**src/rtl/mu_error_gen.sv**
```systemverilog
// Error/step-size feeder for the adaptive filter's weight-update stage.
// Produces round(mu*(d-y)) two cycles after acceptance, with a warm-up/track mu schedule.
module mu_error_gen #(
    parameter int unsigned            WIDTH      = 16,
    parameter int unsigned            QP         = 12,
    parameter logic [WIDTH-1:0]       MU_FAST    = 16'h0200,
    parameter logic [WIDTH-1:0]       MU_SLOW    = 16'h0040,
    parameter int unsigned            WARMUP_LEN = 256,
    parameter int unsigned            CNT_W      = 16
) (
    input  logic             clk,
    input  logic             reset,
    input  logic             in_valid,
    input  logic [WIDTH-1:0] d_n,
    input  logic [WIDTH-1:0] y_n,
    input  logic [WIDTH-1:0] x_n_in,
    input  logic             adapt_en,
    input  logic             restart,
    output logic             out_valid,
    output logic [WIDTH-1:0] mu_error,
    output logic [WIDTH-1:0] x_n,
    output logic [WIDTH-1:0] error,
    output logic [1:0]       state
);

    typedef enum logic [1:0] {
        IDLE   = 2'b00,
        WARMUP = 2'b01,
        TRACK  = 2'b10,
        HOLD   = 2'b11
    } state_t;

    localparam logic [CNT_W-1:0] CNT_LAST = CNT_W'(WARMUP_LEN - 1);
    localparam logic [WIDTH-1:0] SAT_MAX  = {1'b0, {(WIDTH-1){1'b1}}};
    localparam logic [WIDTH-1:0] SAT_MIN  = {1'b1, {(WIDTH-1){1'b0}}};
    localparam logic [2*WIDTH-1:0] RND    = (2*WIDTH)'(1) << (QP - 1);

    state_t           cur, nxt, resume, resume_nxt;
    logic [CNT_W-1:0] cnt, cnt_nxt;
    logic [WIDTH-1:0] mu_sel;

    function automatic logic [WIDTH-1:0] mu_of(input state_t s);
        case (s)
            WARMUP:  return MU_FAST;
            TRACK:   return MU_SLOW;
            default: return '0;
        endcase
    endfunction

    assign state = cur;

    always_ff @(posedge clk or negedge reset) begin
        if (!reset) begin
            cur    <= IDLE;
            resume <= WARMUP;
            cnt    <= '0;
        end else begin
            cur    <= nxt;
            resume <= resume_nxt;
            cnt    <= cnt_nxt;
        end
    end

    // mu_sel is the step size applied to the sample accepted this cycle, so it
    // already reflects the freeze/resume decision taken on the same edge.
    always_comb begin
        nxt        = cur;
        resume_nxt = resume;
        cnt_nxt    = cnt;
        mu_sel     = mu_of(cur);
        if (restart) begin
            nxt        = IDLE;
            cnt_nxt    = '0;
            resume_nxt = WARMUP;
        end else if (in_valid) begin
            case (cur)
                IDLE: begin
                    if (adapt_en) nxt = WARMUP;
                end
                WARMUP: begin
                    if (!adapt_en) begin
                        mu_sel     = '0;
                        resume_nxt = WARMUP;
                        nxt        = HOLD;
                    end else if (cnt == CNT_LAST) begin
                        nxt     = TRACK;
                        cnt_nxt = '0;
                    end else begin
                        cnt_nxt = cnt + CNT_W'(1);
                    end
                end
                TRACK: begin
                    if (!adapt_en) begin
                        mu_sel     = '0;
                        resume_nxt = TRACK;
                        nxt        = HOLD;
                    end
                end
                HOLD: begin
                    if (adapt_en) begin
                        nxt    = resume;
                        mu_sel = mu_of(resume);
                    end
                end
                default: nxt = IDLE;
            endcase
        end
    end

    logic [WIDTH:0]          diff;
    logic [WIDTH-1:0]        e_sat;
    logic signed [WIDTH-1:0] e1, mu1;
    logic [WIDTH-1:0]        x1;
    logic                    v1;

    assign diff  = {d_n[WIDTH-1], d_n} - {y_n[WIDTH-1], y_n};
    assign e_sat = (diff[WIDTH] != diff[WIDTH-1]) ? (diff[WIDTH] ? SAT_MIN : SAT_MAX)
                                                 : diff[WIDTH-1:0];

    always_ff @(posedge clk or negedge reset) begin
        if (!reset) begin
            e1  <= '0;
            mu1 <= '0;
            x1  <= '0;
            v1  <= 1'b0;
        end else begin
            e1  <= e_sat;
            mu1 <= mu_sel;
            x1  <= x_n_in;
            v1  <= in_valid;
        end
    end

    logic signed [2*WIDTH-1:0]   prod;
    logic [2*WIDTH-1:0]          prod_r;
    logic [WIDTH-QP:0]           upper;
    logic [WIDTH-1:0]            scaled;
    logic                        rnd_unused;

    assign prod       = e1 * mu1;
    assign prod_r     = prod + RND;
    assign upper      = prod_r[2*WIDTH-1:QP+WIDTH-1];
    assign rnd_unused = ^prod_r[QP-1:0];
    assign scaled     = ((upper == '0) || (upper == '1)) ? prod_r[QP +: WIDTH]
                      : (prod_r[2*WIDTH-1] ? SAT_MIN : SAT_MAX);

    // Downstream accumulates every clock, so mu_error must be zero on idle cycles.
    always_ff @(posedge clk or negedge reset) begin
        if (!reset) begin
            out_valid <= 1'b0;
            mu_error  <= '0;
            x_n       <= '0;
            error     <= '0;
        end else begin
            out_valid <= v1;
            mu_error  <= v1 ? scaled : '0;
            if (v1) begin
                x_n   <= x1;
                error <= e1;
            end
        end
    end

endmodule

```
**config.mk**
```make
export PLATFORM = sky130hd
export DESIGN_NAME = mu_error_gen
export DESIGN_NICKNAME = d
export VERILOG_FILES = /design/src/rtl/mu_error_gen.sv
export SDC_FILE = /design/constraint.sdc
export NUM_CORES = 1
export LEC_CHECK = 0
export BUFFER_PORTS_ARGS = -buffer_cell sky130_fd_sc_hd__buf_4
export CELL_PAD_IN_SITES_DETAIL_PLACEMENT = 2
export CELL_PAD_IN_SITES_GLOBAL_PLACEMENT = 2
export CORE_MARGIN = 2
export CORE_UTILIZATION = 23
export CTS_BUF_LIST = sky130_fd_sc_hd__clkbuf_4 sky130_fd_sc_hd__clkbuf_8
export DETAILED_ROUTE_END_ITERATION = 16
export GPL_ROUTABILITY_DRIVEN = 1
export PLACE_DENSITY_LB_ADDON = 0.25
export SLEW_MARGIN = 20
export SYNTH_ARGS = -nofsm -noshare
export SYNTH_HDL_FRONTEND = slang
export SYNTH_SLANG_ARGS = --single-unit
```
**constraint.sdc**
```tcl
create_clock -name clk -period 8.81 [get_ports clk]
set_input_delay 2.643 -clock clk [delete_from_list [all_inputs] [get_ports clk]]
set_output_delay 2.643 -clock clk [all_outputs]
set_load 0.02 [all_outputs]
```
==> reports/metrics.yaml, run 1 <==
run_status:
  status: "complete, no violations"
timing:
  slew_headroom: 0.417
  worst_pin_slew_ns: 0.871
  setup_violations: 0
  clock_skew_ns: 0.0206
  rsz0062_at_grt: "false"
  fin_setup_tns_ns: 0
  drv_slew: 0
  period_share: 0.545
  fin_ws_ns: 4.01
  timing.fmax_ghz: 0.208
  hold_viol_final: 0
  period_needed_ns: 4.80
clock_tree:
  cts-hold-fix-buffers: 0
  clockBufferDepth: 2
  cts-root-buf: "clkbuf_8"
  clock_sinks: 104
  clock_latency_ns: 0.40
  post_cts_buffers: 0
  clk_pin_slew_ns: 0.11
  post_cts_resized: 0
  cts_max_level: 3
  cts_made_buffers: 9
  tritoncts: "built"
global_routing:
  grt_use_total: 0.117
  antenna_found_initial: 0
  grt_pass1_vias: 5339
  grt-ovfl-total: 0
  grt_pass1_wl_mm: 27.3
  grt_max_degree: 60
routing:
  vias: 4765
  dr.first_iter.drc_count: 113
  drc: 0
  wl_per_cell_um: 15.3
  drt_pass1_iterations: 4
  ant_nets: 0
  postRouteWirelength_mm: 16.4
  viasPerCell: 4.45
hold_path:
  hp-start: "x1[0]$_DFF_PN0_"
  min_path_type: "reg -> reg"
power:
  switching_share: 0.375
  powerDensity_nw_per_um2: 209
  comb_power_share: 0.395
  p_sw_uw: 609
  clkPwrFrac: 0.215
  ir_drop_uv: 59.4
  leakage_nw: 3.75
  seqPwrFrac: 0.390
  power.internal_mw: 1.01
critical_path:
  cp-start-kind: "input pin"
  crit_fanout: 15
  path_class: "in -> reg"
  required_ns: 9.15
  end_kind: "flop"
  r2r_setup_slack_ns: 4.64
  critical_path_arrival_ns: 5.14
  r2r-start: "mu1[6]$_DFF_PN0_"
  cp-startpoint: "d_n[6]"
synthesis:
  syn_nets: 736
  synthCells: 598
  yosys_most_used_dff: "dfrtp_1"
  ys_seq_elements: 104
  yosysWarnings: 0
  synth.distinct_cells: 64
  synth_edf_count: 0
  syn_area_um2: 6370
  ys_seq_area_frac: 0.409
  async_flop_share: 1.00
  synth.area.top_cells: "dfrtp_1 (40%), ha_1 (16%), mux2_2 (5.7%), a21oi_1 (3.2%), and2_1 (2.5%)"
  synth_top_area_cell: "dfrtp_1"
  synth_top_cell_area_share: 0.405
  syn_avg_cell_area_um2: 10.6
die:
  die_y_um: 170
  ioPinCount: 104
  initial_core_util: 0.235
  core_um2: 27100
  dieArea_um2: 29000
  fp.dieW_um: 170
  rows: 60
flow_run:
  drv_cap: 0
finish:
  syn_to_final_growth_pct: 21.9
  multi_input_area_um2: 3530
  antenna_cells: 0
  ff_latch_area_um2: 2600
  final_common_cell: "buf_4"
  drive_gt1_frac: 0.256
  final_cell_mix: "buf_4 (105), dfrtp_1 (103), ha_1 (82)"
  fillers: 2968
  finalNetCount: 832
  final_util: 0.286
placement:
  dp_slack_ns: 3.57
  dpl.hpwl_mm: 13.3
  place.gp.congestion: 0.769
  port_buffers: 103
-- worst max-delay path, stage by stage --
cell and delay [ns]:
buf_4 0.11, ha_1 0.36, a21o_1 0.24, o41a_2 0.50, a31oi_4 0.25, o41ai_4 0.09
xor2_2 0.58, maj3_2 0.36
-- cell usage after synthesis (all sizes together) (2+ instances only) --
library cell and instances:
a211o 2, a211oi 5, a21boi 2, a21o 11, a21oi 41, a31o 2
a31oi 10, and2 25, and3 7, and4 3, buf 4, clkbuf 16
dfrtp 103, fa 3, ha 82, inv 35, maj3 15, mux2 32
nand2 34, nand2b 9, nand3 12, nand4 2, nor2 25, nor2b 6
nor3 7, nor3b 2, o211ai 5, o21a 7, o21ai 26, o22ai 5
o31a 2, o31ai 5, or3 2, or4 2, xnor2 14, xor2 17
-- metal layers --
layer | part of all wire | routed length, um | GRT usage | vias up
met2 | 0.47 | 7730 | 0.200 | 92
met5 | 0 | 0 | 0 | -
met4 | 0.018 | 301 | 0.0431 | 0
met3 | 0.048 | 785 | 0.0228 | 15
li1 | - | - | - | 2309
met1 | 0.46 | 7580 | 0.145 | 2349
-- final timing paths --
path,end,depth (start not counted)
setup / recovery,e1[0]$_DFF_PN0_,8
hold / removal,x_n[0]$_DFFE_PN0P_,1
setup reg to reg,mu_error[8]$_DFF_PN0_,12
hold reg to reg,x_n[0]$_DFFE_PN0P_,1
max in group asynchronous,error[6]$_DFFE_PN0P_,2
min in group asynchronous,x1[3]$_DFF_PN0_,1
-- kinds of logic after synthesis --
| group | share of synthesized area |
|---|---|
| fa+ha+maj | 0.197 |
| xor+xnor | 0.0438 |
| buf+inv | 0.0367 |
| mux | 0.0582 |
| simple gates | 0.115 |
| flops | 0.409 |
| compound gates | 0.141 |
-- power by group through the flow --
| stage | sequential (mW) | clock [mW] | combinational (mW) |
|---|---|---|---|
| 6_report | 0.634 | 0.349 | 0.641 |
| 5_1_grt | 0.648 | 0.383 | 0.721 |
| 4_1_cts | 0.638 | 0.369 | 0.659 |
| 3_5_place_dp | 0.648 | 0 | 0.646 |
| 3_3_place_gp | 0.642 | 0 | 0.636 |
| 2_1_floorplan | 0.683 | 0 | 0.357 |
-- sequential cells by signal, summed over array words and instances (netlist names), 16 cells and up --
name,flops
x1,16
mu_error,16
cnt,16
e1,16
error,16
x_n,16
-- stage by stage --
step / hold slack, ns / cells / total power [mW] / area [um^2]
after global placement: 0.458 / 1055 / 1.28 / 7520
after detailed placement: 0.468 / 1055 / 1.29 / 7520
final: 0.484 / 1071 / 1.62 / 7760
after floorplan: 0.352 / 598 / 1.04 / 6370
after CTS: 0.487 / 1071 / 1.67 / 7760
after global routing: 0.509 / 1071 / 1.75 / 7760
-- final cells by class --
cell class | count | area share
clock inverters | 7 | 0.0147
multi-input cells | 439 | 0.455
inverters | 35 | 0.0169
well taps | 372 | 0.0600
flip-flops and latches | 104 | 0.336
clock buffers | 9 | 0.0160
repair buffers | 105 | 0.102
Note: power is estimated with default switching activity, not from simulation.
==> run 2, diff against run 1 <==
==> constraint.sdc (replaced) <==
create_clock -name clk -period 4.6 [get_ports clk]
set_input_delay 1.38 -clock clk [delete_from_list [all_inputs] [get_ports clk]]
set_output_delay 1.38 -clock clk [all_outputs]
set_load 0.02 [all_outputs]
==> run 2 against run 1 <==
Net effect:
- combinational power up 93%
- via count grew 0.69%
- cell area increased by 0.19%
- die area unchanged
- clock power grew 75%
- core utilization grew 0.055 points
- sequential power up 91%
==> reports/metrics.yaml, run 2 (same netlist as run 1, synthesis figures left out) <==
run_status:
  status: "complete, no violations"
die:
  ioPinCount: 104
  dieArea_um2: 29000
  fp.dieW_um: 170
  die_y_um: 170
  initial_core_util: 0.235
  rows: 60
  core_um2: 27100
placement:
  dpl.hpwl_mm: 13.1
  place.gp.congestion: 0.780
  port_buffers: 103
clock_tree:
  clk_pin_slew_ns: 0.11
  cts_made_buffers: 9
  tritoncts: "built"
  clockBufferDepth: 2
  cts-hold-fix-buffers: 0
  post_cts_resized: 0
  clock_latency_ns: 0.39
  clock_sinks: 104
  cts-root-buf: "clkbuf_8"
  cts_max_level: 3
  post_cts_buffers: 0
finish:
  multi_input_area_um2: 3530
  antenna_cells: 0
  final_cell_mix: "buf_4 (107), dfrtp_1 (103), ha_1 (82)"
  syn_to_final_growth_pct: 22.1
  final_common_cell: "buf_4"
  fillers: 2987
  ff_latch_area_um2: 2600
  drive_gt1_frac: 0.258
  finalNetCount: 835
timing:
  period_share: 0.847
  hold_viol_final: 0
  timing.fmax_ghz: 0.257
  drv_slew: 0
  rsz0062_at_grt: "false"
  worst_pin_slew_ns: 0.940
  whs_ns: 0.487
  period_needed_ns: 3.89
  clock_skew_ns: 0.0234
  fin_setup_tns_ns: 0
  slew_headroom: 0.374
  setup_violations: 0
critical_path:
  critPathMostFrequentCell: "ha_1"
  crit_fanout: 15
  cp-start-kind: "flop"
  end_kind: "flop"
  max_stage_delay_ns: 0.45
  required_ns: 4.84
  critical_path.slowest_cell: "dfrtp_1"
  cp_cell_sequence: "xor2_1 -> and2_1 -> ha_1 -> a31o_2 -> ha_1 -> ha_1 -> ha_1 -> a211oi_1 -> o211ai_1 -> and4_1 -> o22ai_1 -> o211ai_1 -> nand2_1 -> a21oi_1"
  critical_path_arrival_ns: 4.13
  crit_family: "compound AO/OA/AOI/OAI gates"
  path_buf_inv: 0
  path_class: "reg -> reg"
flow_run:
  drv_cap: 0
routing:
  postRouteWirelength_mm: 16.4
  vias: 4798
  ant_nets: 0
  drc: 0
  viasPerCell: 4.47
  drt_pass1_iterations: 2
  wl_per_cell_um: 15.3
  dr.first_iter.drc_count: 148
global_routing:
  grt_max_degree: 80
  grt-ovfl-total: 0
  grt_pass1_vias: 5403
  antenna_found_initial: 0
  grt_use_total: 0.117
  grt_pass1_wl_mm: 27.5
power:
  seqPwrFrac: 0.395
  ir_drop_uv: 159
  finalPower_mw: 3.06
  p_sw_mw: 1.17
  power.internal_mw: 1.89
  leakage_nw: 3.76
  comb_power_share: 0.405
  switching_share: 0.382
  clkPwrFrac: 0.200
  powerDensity_nw_per_um2: 394
hold_path:
  min_path_type: "reg -> reg"
run 2: cell count changes in the layout (fill, tap and decap cells not counted), sizes merged:
cell | previous run | this run
clkinvlp | 0 | 2
buf | 105 | 108
clkinv | 3 | 2
bufinv | 2 | 1
run 2: worst reg2reg max path, stage by stage (launching register included):
cell      delay [ns]
dfrtp_1         0.45
xor2_1          0.18
and2_1          0.16
ha_1            0.17
a31o_2          0.21
ha_1            0.28
ha_1            0.32
ha_1            0.32
a211oi_1        0.34
o211ai_1        0.16
and4_1          0.25
o22ai_1         0.28
o211ai_1        0.14
nand2_1         0.37
a21oi_1         0.11
run 2: final cells by class:
cell class / count / area share
Sequential cell: 104 / 0.335
Tap cell: 372 / 0.0599
Clock inverter: 7 / 0.0116
Inverter: 35 / 0.0169
Clock buffer: 9 / 0.0159
Multi-Input combinational cell: 439 / 0.454
Timing Repair Buffer: 108 / 0.107
run 2: per-layer routing:
layer	up-vias	part of all wire	global-route usage
met5	-	0	0
met2	85	0.46	0.191
met1	2382	0.48	0.155
met3	13	0.045	0.0267
li1	2318	-	-
met4	0	0.012	0.0331
run 2: power groups by stage:
stage | logic, mW | registers, mW | clock network [mW]
3_5_place_dp | 1.25 | 1.24 | 0
3_3_place_gp | 1.23 | 1.23 | 0
5_1_grt | 1.39 | 1.24 | 0.687
6_report | 1.24 | 1.21 | 0.611
4_1_cts | 1.27 | 1.22 | 0.655
2_1_floorplan | 0.684 | 1.31 | 0
run 2: final timing paths:
kind	slack [ns]	start	endpoint	cells past startpoint
worst max-delay path	0.71	e1[3]$_DFF_PN0_	mu_error[7]$_DFF_PN0_	14
worst max register to register	0.71	e1[3]$_DFF_PN0_	mu_error[7]$_DFF_PN0_	14
worst min-delay path	0.49	x1[9]$_DFF_PN0_	x_n[9]$_DFFE_PN0P_	1
min in group asynchronous	0.87	reset	cnt[10]$_DFFE_PN0P_	1
max in group asynchronous	2.88	reset	mu_error[6]$_DFF_PN0_	3
worst min register to register	0.49	x1[9]$_DFF_PN0_	x_n[9]$_DFFE_PN0P_	1
run 2: through the flow:
| step | instance area (um^2) | setup WS [ns] | util | std cells |
|---|---|---|---|---|
| final | 7770 | 0.705 | 0.287 | 1074 |
| after global placement | 7530 | 0.698 | 0.278 | 1057 |
| after detailed placement | 7530 | 0.635 | 0.278 | 1057 |
| after CTS | 7750 | 0.655 | 0.286 | 1073 |
| after global routing | 7770 | 0.409 | 0.287 | 1074 |
| after floorplan | 6370 | 0.977 | - | 598 |
